--- src/rtl/pipelined_barrel_shifter_pkg.sv ---
// Shared definitions for the pipelined barrel shifter: operation modes and
// the reserved-mode decode used to flag unsupported operations.
package barrel_pkg;

    localparam int MODE_W = 3;

    typedef enum logic [MODE_W-1:0] {
        MODE_ROL = 3'b000,
        MODE_ROR = 3'b001,
        MODE_SLL = 3'b010,
        MODE_SRL = 3'b011,
        MODE_SRA = 3'b100
    } mode_e;

    // Codes above SRA have no defined operation; such data passes unshifted.
    function automatic logic is_reserved_mode(input logic [MODE_W-1:0] mode);
        return (mode > MODE_SRA);
    endfunction

endpackage

--- src/rtl/pipelined_barrel_shifter_if.sv ---
// Operand/result handshake bundle for the pipelined barrel shifter.
// The master side is the upstream producer plus downstream consumer; the
// slave side is the shifter itself.
interface pipelined_barrel_shifter_if #(
    parameter int WIDTH = 8
);
    import barrel_pkg::*;

    localparam int SHW = $clog2(WIDTH);

    logic                  in_valid;
    logic                  in_ready;
    logic [WIDTH-1:0]      in_data;
    logic [SHW-1:0]        in_amt;
    logic [MODE_W-1:0]     in_mode;
    logic                  out_valid;
    logic                  out_ready;
    logic [WIDTH-1:0]      out_data;
    logic                  out_err;
    logic                  out_zero;

    modport master (
        output in_valid, in_data, in_amt, in_mode, out_ready,
        input  in_ready, out_valid, out_data, out_err, out_zero
    );

    modport slave (
        input  in_valid, in_data, in_amt, in_mode, out_ready,
        output in_ready, out_valid, out_data, out_err, out_zero
    );

endinterface

--- src/rtl/pipelined_barrel_shifter_stage.sv ---
// One log2 step of the barrel shifter: when the amount bit is set, shift or
// rotate by 2**STAGE according to the mode; otherwise pass data through.
module shifter_stage
    import barrel_pkg::*;
#(
    parameter int WIDTH = 8,
    parameter int STAGE = 0
) (
    input  logic [WIDTH-1:0]  i_data,
    input  logic              i_bit,
    input  logic [MODE_W-1:0] i_mode,
    output logic [WIDTH-1:0]  o_data
);

    localparam int S = 1 << STAGE;

    logic signed [WIDTH-1:0] w_sdata;
    logic        [WIDTH-1:0] w_rol;
    logic        [WIDTH-1:0] w_ror;
    logic        [WIDTH-1:0] w_sll;
    logic        [WIDTH-1:0] w_srl;
    logic        [WIDTH-1:0] w_sra;

    assign w_sdata = i_data;
    assign w_rol   = {i_data[WIDTH-S-1:0], i_data[WIDTH-1:WIDTH-S]};
    assign w_ror   = {i_data[S-1:0], i_data[WIDTH-1:S]};
    assign w_sll   = i_data << S;
    assign w_srl   = i_data >> S;
    assign w_sra   = w_sdata >>> S;

    // Pick this step's result; reserved modes and a clear amount bit pass data.
    always_comb begin
        o_data = i_data;
        if (i_bit) begin
            case (i_mode)
                MODE_ROL: o_data = w_rol;
                MODE_ROR: o_data = w_ror;
                MODE_SLL: o_data = w_sll;
                MODE_SRL: o_data = w_srl;
                MODE_SRA: o_data = w_sra;
                default:  o_data = i_data;
            endcase
        end
    end

endmodule

--- src/rtl/pipelined_barrel_shifter.sv ---
// Pipelined barrel shifter: SHW registered stages, stage k applying amount
// bit k. A single advance signal stalls every stage together, so the
// pipeline behaves as a strict FIFO with full-rate throughput.
module pipelined_barrel_shifter
    import barrel_pkg::*;
#(
    parameter int WIDTH = 8
) (
    input  logic                         clk,
    input  logic                         rst_n,
    pipelined_barrel_shifter_if.slave    bus
);

    localparam int SHW = $clog2(WIDTH);

    // Control fields that travel alongside the data through each stage.
    typedef struct packed {
        logic [SHW-1:0]    amt;
        logic [MODE_W-1:0] mode;
        logic              err;
    } ctl_t;

    logic             w_advance;

    logic             r_vld_p    [SHW];
    logic [WIDTH-1:0] r_data_p   [SHW];
    ctl_t             r_ctl_p    [SHW];

    logic             w_stg_vld  [SHW];
    logic [WIDTH-1:0] w_stg_data [SHW];
    ctl_t             w_stg_ctl  [SHW];
    logic [WIDTH-1:0] w_shf_data [SHW];

    // The pipeline moves whenever the output slot is empty or being drained.
    assign w_advance     = !r_vld_p[SHW-1] || bus.out_ready;
    assign bus.in_ready  = w_advance;
    assign bus.out_valid = r_vld_p[SHW-1];
    assign bus.out_data  = r_data_p[SHW-1];
    assign bus.out_err   = r_ctl_p[SHW-1].err;
    assign bus.out_zero  = (r_data_p[SHW-1] == '0);

    // Stage sources: the input port feeds stage 0, each register feeds the next.
    always_comb begin
        w_stg_vld[0]  = bus.in_valid;
        w_stg_data[0] = bus.in_data;
        w_stg_ctl[0]  = '{amt: bus.in_amt, mode: bus.in_mode,
                          err: is_reserved_mode(bus.in_mode)};
        for (int k = 1; k < SHW; k++) begin
            w_stg_vld[k]  = r_vld_p[k-1];
            w_stg_data[k] = r_data_p[k-1];
            w_stg_ctl[k]  = r_ctl_p[k-1];
        end
    end

    genvar g;
    for (g = 0; g < SHW; g++) begin : g_stage
        shifter_stage #(
            .WIDTH (WIDTH),
            .STAGE (g)
        ) u_stage (
            .i_data (w_stg_data[g]),
            .i_bit  (w_stg_ctl[g].amt[g]),
            .i_mode (w_stg_ctl[g].mode),
            .o_data (w_shf_data[g])
        );
    end

    // Stage registers: cleared on reset, all loaded together on advance.
    always_ff @(posedge clk or negedge rst_n) begin
        if (!rst_n) begin
            for (int k = 0; k < SHW; k++) begin
                r_vld_p[k]  <= 1'b0;
                r_data_p[k] <= '0;
                r_ctl_p[k]  <= '0;
            end
        end else if (w_advance) begin
            for (int k = 0; k < SHW; k++) begin
                r_vld_p[k]  <= w_stg_vld[k];
                r_data_p[k] <= w_shf_data[k];
                r_ctl_p[k]  <= w_stg_ctl[k];
            end
        end
    end

endmodule

--- src/flat_wrapper.sv ---
// flat-port wrapper written by rule: the top's interface ports become plain ports
module pipelined_barrel_shifter_flat import barrel_pkg::*;
#(
    parameter int WIDTH = 8
)
  (clk, rst_n, bus_in_valid, bus_in_data, bus_in_amt, bus_in_mode, bus_out_ready, bus_in_ready, bus_out_valid, bus_out_data, bus_out_err, bus_out_zero);
  pipelined_barrel_shifter_if #(.WIDTH(WIDTH)) bus_i ();
  input  logic clk;
  input  logic rst_n;
  input wire logic [$bits(bus_i.in_valid)-1:0] bus_in_valid;
  input wire logic [$bits(bus_i.in_data)-1:0] bus_in_data;
  input wire logic [$bits(bus_i.in_amt)-1:0] bus_in_amt;
  input wire logic [$bits(bus_i.in_mode)-1:0] bus_in_mode;
  input wire logic [$bits(bus_i.out_ready)-1:0] bus_out_ready;
  output wire logic [$bits(bus_i.in_ready)-1:0] bus_in_ready;
  output wire logic [$bits(bus_i.out_valid)-1:0] bus_out_valid;
  output wire logic [$bits(bus_i.out_data)-1:0] bus_out_data;
  output wire logic [$bits(bus_i.out_err)-1:0] bus_out_err;
  output wire logic [$bits(bus_i.out_zero)-1:0] bus_out_zero;
  assign bus_i.in_valid = bus_in_valid;
  assign bus_i.in_data = bus_in_data;
  assign bus_i.in_amt = bus_in_amt;
  assign bus_i.in_mode = bus_in_mode;
  assign bus_i.out_ready = bus_out_ready;
  assign bus_in_ready = bus_i.in_ready;
  assign bus_out_valid = bus_i.out_valid;
  assign bus_out_data = bus_i.out_data;
  assign bus_out_err = bus_i.out_err;
  assign bus_out_zero = bus_i.out_zero;
  pipelined_barrel_shifter #(.WIDTH(WIDTH)) u_core (.clk(clk), .rst_n(rst_n), .bus(bus_i));
endmodule
--- config.mk ---
export PLATFORM = sky130hd
export DESIGN_NAME = pipelined_barrel_shifter_flat
export DESIGN_NICKNAME = d
export VERILOG_FILES = /design/src/rtl/pipelined_barrel_shifter_pkg.sv /design/src/rtl/pipelined_barrel_shifter_if.sv /design/src/rtl/pipelined_barrel_shifter_stage.sv /design/src/rtl/pipelined_barrel_shifter.sv /design/src/flat_wrapper.sv
export SDC_FILE = /design/constraint.sdc
export NUM_CORES = 1
export LEC_CHECK = 0
export BUFFER_PORTS_ARGS = -buffer_cell sky130_fd_sc_hd__buf_2
export CAP_MARGIN = 10
export CORE_AREA = 2 2 75 77
export DETAILED_ROUTE_END_ITERATION = 16
export DIE_AREA = 0 0 77 79
export PLACE_DENSITY_LB_ADDON = 0.3
export REMOVE_ABC_BUFFERS = 1
export SETUP_SLACK_MARGIN = 0.1
export SLEW_MARGIN = 25
export SYNTH_ARGS = -nofsm -noshare
export SYNTH_HDL_FRONTEND = slang
export SYNTH_SLANG_ARGS = --single-unit
--- constraint.sdc ---
create_clock -name clk -period 4 [get_ports clk]
set_input_delay 0.6 -clock clk [delete_from_list [all_inputs] [get_ports clk]]
set_output_delay 0.6 -clock clk [all_outputs]
set_load 0.02 [all_outputs]
# Word level (Yosys, flattened, before mapping)
# Index checks and enable logic that the tools add are counted.
# W data, S select, Z words.
[totals] register_bits=42 out_inout_bits=12 inputBits=18 word_cells=39
[classes] reduce_logical=7 n_mux=6 n_eq_ne=12 magnitude_cmp=1
[op_table] op="$pmux W8 S5" n=2
[op_table] op="$pmux W8 S4" n=1
[op_table] op="$mux W8" n=3
[op_table] op="$eq A3 B2 Y1 const B" n=6
[op_table] op="$eq A3 B1 Y1 const B" n=3
[op_table] op="$eq A3 B3 Y1 const B" n=3
[op_table] op="$logic_not A3 Y1" n=3
[op_table] op="$logic_not A8 Y1" n=1
[op_table] op="$gt A3 B3 Y1 const B" n=1
[op_table] op="$reduce_or A2 Y1" n=1
[op_table] op="$logic_not A1 Y1" n=1
[op_table] op="$logic_or A1 B1 Y1" n=1

# Depth between registers and ports, before layout
[depth] word_depth=4 ltp_mapped=7 ltp_nobuf=5

# Cells and area by module
# From an unflattened synthesis, not the netlist that was laid out.
[hier_totals] hier_cells=198 area_unflattened_um2=2280.9
[by_module_without_submodules] module="pipelined_barrel_shifter" area_per_inst_um2=1576.5 instances=1 cells_per_inst=96
[by_module_without_submodules] module="shifter_stage (u_core.g_stage[1].u_stage)" area_per_inst_um2=301.5 instances=1 cells_per_inst=43
[by_module_without_submodules] module="shifter_stage (u_core.g_stage[0].u_stage)" area_per_inst_um2=227.7 instances=1 cells_per_inst=31
[by_module_without_submodules] module="shifter_stage (u_core.g_stage[2].u_stage)" area_per_inst_um2=175.2 instances=1 cells_per_inst=28

# Worst setup path before layout
# OpenSTA, ideal clock, no wires.
[synth_path] path_kind="flip-flop to output port" start="register u_core.r_data_p (netlist bit u_core.bus.out_data[5])" end="output port bus_out_zero" slack_ps=2118 path_stages_with_launch=3 required_ps=3400 t_arrival_ps=1282 n_path_buf=0 path_cell_list="dfrtp_1 or4_1 nor2_1"
[synth_between] elab_chain_cells=1
[synth_rtl] element="start, declared" line_no="pipelined_barrel_shifter.sv:26" source="logic [WIDTH-1:0] r_data_p [SHW];"
[synth_rtl] element="start signal, assigned by index" line_no="pipelined_barrel_shifter.sv:79" source="r_data_p[k] <= w_shf_data[k];"
[synth_rtl] element="$logic_not A8 Y1" line_no="pipelined_barrel_shifter.sv:40" source="assign bus.out_zero = (r_data_p[SHW-1] == '0);"
[synth_rtl] element="end, declared" line_no="flat_wrapper.sv:19" source="output wire logic [$bits(bus_i.out_zero)-1:0] bus_out_zero;"
# No other way between the ends.

# Worst setup path after layout
[layout_path] start="register u_core.r_vld_p (netlist bit u_core.bus.out_valid)" end="output port bus_in_ready"
[layout_between] elab_chain_cells=2
[layout_rtl] element="start, declared" line_no="pipelined_barrel_shifter.sv:25" source="logic r_vld_p [SHW];"
[layout_rtl] element="start signal, assigned by index" line_no="pipelined_barrel_shifter.sv:78" source="r_vld_p[k] <= w_stg_vld[k];"
[layout_rtl] element="$logic_not A1 Y1" line_no="pipelined_barrel_shifter.sv:35" source="assign w_advance = !r_vld_p[SHW-1] || bus.out_ready;"
[layout_rtl] element="$logic_or A1 B1 Y1" line_no="pipelined_barrel_shifter.sv:35"
[layout_rtl] element="end, declared" line_no="flat_wrapper.sv:15" source="output wire logic [$bits(bus_i.in_ready)-1:0] bus_in_ready;"
# No other way between the ends.

==> impl_metrics.csv <==
group,metric,value,unit
outcome,status,"finished clean",
hold_path,worstHoldPathType,"in -> async",
route,post_drt_wl_per_cell,13.79,um
grt,grt_use_total,15.49,%
place,hpwl,3063,um
power,swShare,39.93,%
route,drt-initial-drc-count,110,
power,clkPwrFrac,17.0,%
clock_tree,ctsHoldBuffers,0,
route,wirelength,4359,um
finish,diodes,0,
place,numPortBuffers,29,
sta,rsz0062_at_grt,"no",
clock_tree,cts_resized,0,
floorplanning,coreArea,0.005338,mm^2
power,total_power,0.001490,W
critical_path,cp.depth,4,
critical_path,cp_max_fo,37,
critical_path,cp.buffers_inverters,3,
sta,tns,0,ps
floorplanning,io_pins,30,
logic_synthesis,ys.flop_type,"dfrtp_1",
critical_path,worstReg2RegStart,"u_core.bus.out_valid$_DFFE_PN0P_",
floorplanning,die-area,0.006083,mm^2
critical_path,critical_path.endpoint_type,"output pin",
critical_path,cpMaxStageDelayCell,"inv_2",
logic_synthesis,synth_edf_count,0,
critical_path,r2r_cells,6,
floorplanning,die_w,77,um
logic_synthesis,synth-seq-cells,39,
logic_synthesis,yosysWarnings,0,
clock_tree,htreeDepth,2,
logic_synthesis,avgSynthCellArea,9.282,um^2
power,irDropWorstVdd,209.9,uV
clock_tree,clk_latency,290,ps
power,switchingPower,0.0005948,W
clock_tree,clock_path_buffers,2,
sta,fmax,0.4214,GHz
sta,final.min_clock_period,2373,ps
floorplanning,num_rows,27,
run,cap_violations,0,
route,drc,0,
route,drt_pass1_iterations,4,
grt,grt_overflow,0,
critical_path,critPathArrivalTime,1770,ps
floorplanning,dieHeight,79,um
logic_synthesis,netlist_area,0.002042,mm^2
critical_path,crit_chain,"nor2b_2, buf_4, inv_2, buf_2",
route,vias,1730,
critical_path,crit_type,"reg -> out",
sta,worst_slew_pin_slew,846.7,ps
finish,area_growth,12.44,%
critical_path,crit_path_max_incr_delay,460,ps
critical_path,critPathLaunch,"u_core.bus.out_valid$_DFFE_PN0P_",
power,power_density,648.8,mW/mm^2
clock_tree,clk_pin_slew,70,ps
power,pwr-share-comb,35.9,%
clock_tree,cts_buffers,5,
grt,antenna_found_initial,0,
route,ant_nets,0,
critical_path,start_kind,"register",
finish,drive_above_1_share,18.44,%
sta,setup_viol,0,
sta,hold_viol,0,
grt,grt_pass1_wl,7576,um
critical_path,r2r_slack,2030,ps
clock_tree,cts_tree,"built",
finish,nFillCells,571,
power,p_seq_share,47.2,%
floorplanning,start_util,38.26,%
critical_path,cp_top_family,"buffers and inverters",
place,place_worst_setup_slack,1687,ps
sta,period_share,59.33,%
critical_path,required,3400,ps
critical_path,endpoint,"bus_in_ready",
sta,skew,4.522,ps
critical_path,r2r-end,"u_core.r_data_p[14]$_DFFE_PN0P_",
power,leakagePower,0.9765,nW
route,routed_via_density,5.475,
clock_tree,cts_setup_buffers,0,
sta,drv_slew,0,
sta,maxSlewHeadroom,43.55,%
clock_tree,clock-sinks,39,
clock_tree,root_buffer,"clkbuf_8",
sta,timing.final.ws_setup,1627,ps
grt,grt_max_degree,40,
grt,grt_pass1_vias,1584,
place,routabilityCongestion,0.7984,
logic_synthesis,ys_types,39,
logic_synthesis,postSynthCellCount,220,
logic_synthesis,ys_seq_area_share,47.79,%
logic_synthesis,ys_async_sr_fraction,100.0,%
power,p_int,0.0008947,W
finish,fin_nets,261,
## cells by family (layout without fill, tap and decap cells)
logic type	after synthesis	count (layout)	synth area share, %
DFF	39	39	47.79
muxes	2	2	1.042
and+or+nand+nor	76	76	17.71
buffers and inverters	20	44	4.657
AOI/OAI and AO/OA	83	83	28.80
## cells in the mapped netlist (6+ instances only)
library cell / number / area [um^2]
nand2_1: 43 / 161.4
buf_2: 7 / 35.03
nor2b_1: 6 / 37.54
o21ai_0: 20 / 100.1
a21oi_1: 8 / 40.04
o22ai_1: 7 / 43.79
a31oi_1: 6 / 37.54
a221oi_1: 8 / 70.07
dfrtp_1: 39 / 975.9
nor2_1: 10 / 37.54
## cell usage in the layout (no fill, tap or decap), drive strengths merged, types with 5 or more instances in the layout
cell type,netlist,final
a221oi,10,10
a21oi,8,8
o21ai,23,23
nor2,10,10
buf,9,30
dfrtp,39,39
nand2,43,43
o22ai,7,7
a211oi,5,5
nor2b,7,7
inv,6,6
a221o,5,5
clkbuf,5,7
nand2b,5,5
a31oi,6,6
## metal layers
metal	global-route usage (%)	vias to the layer above	routed length [um]
met4	5.893	0	67
li1	-	868	-
met3	4.205	7	233
met1	19.55	807	2011
met2	25.53	48	2047
met5	0	-	0
## worst min-delay path by stage
stage / slack [ps] / startpoint / depth (start not counted) / end
3_5_place_dp: 450 / u_core.r_vld_p[1]$_DFFE_PN0P_ / 2 / u_core.r_vld_p[1]$_DFFE_PN0P_
2_1_floorplan: 300 / rst_n / 0 / u_core.bus.out_data[0]$_DFFE_PN0P_
4_1_cts: 450 / rst_n / 1 / u_core.r_data_p[13]$_DFFE_PN0P_
5_1_grt: 490 / u_core.r_vld_p[1]$_DFFE_PN0P_ / 1 / u_core.bus.out_valid$_DFFE_PN0P_
6_report: 410 / rst_n / 1 / u_core.bus.out_data[6]$_DFFE_PN0P_
3_3_place_gp: 440 / u_core.r_vld_p[1]$_DFFE_PN0P_ / 2 / u_core.r_vld_p[1]$_DFFE_PN0P_
## stage by stage
stage,area (um^2),util [%],cells,hold slack [ps]
global route,2296,43.01,316,492.8
floorplan,1969,-,206,304.4
detailed placement,2215,41.49,308,447.5
finish,2296,43.01,316,413.9
global placement,2215,41.49,308,441.3
CTS,2296,43.01,316,446.8
## sequential cells by signal, indices dropped and copies added, names as in the netlist
| signal | flops |
|---|---|
| u_core.bus.out_data | 8 |
| u_core.bus.out_err | 1 |
| u_core.bus.out_valid | 1 |
| u_core.r_ctl_p | 11 |
| u_core.r_data_p | 16 |
| u_core.r_vld_p | 2 |
## layout make-up
cell class                      instances  area, um^2  share of cell area [%]
Sequential cell                        39       975.9                   42.51
Tap cell                               72       90.09                   3.924
Timing Repair Buffer                   30       152.6                   6.648
Multi-Input combinational cell        161       973.4                   42.40
Inverter                                6       22.52                  0.9809
Clock inverter                          1       5.005                  0.2180
Clock buffer                            7       76.32                   3.324
## power by group through the flow
stage               Combinational [W]  Sequential (W)  Clock (W)
floorplan                    0.000337        0.000727          0
global placement             0.000535        0.000707          0
detailed placement           0.000539        0.000712          0
CTS                          0.000539        0.000703   0.000263
global route                 0.000602        0.000731   0.000285
finish                       0.000534        0.000703   0.000253
Note: power is estimated with default switching activity, not from simulation.
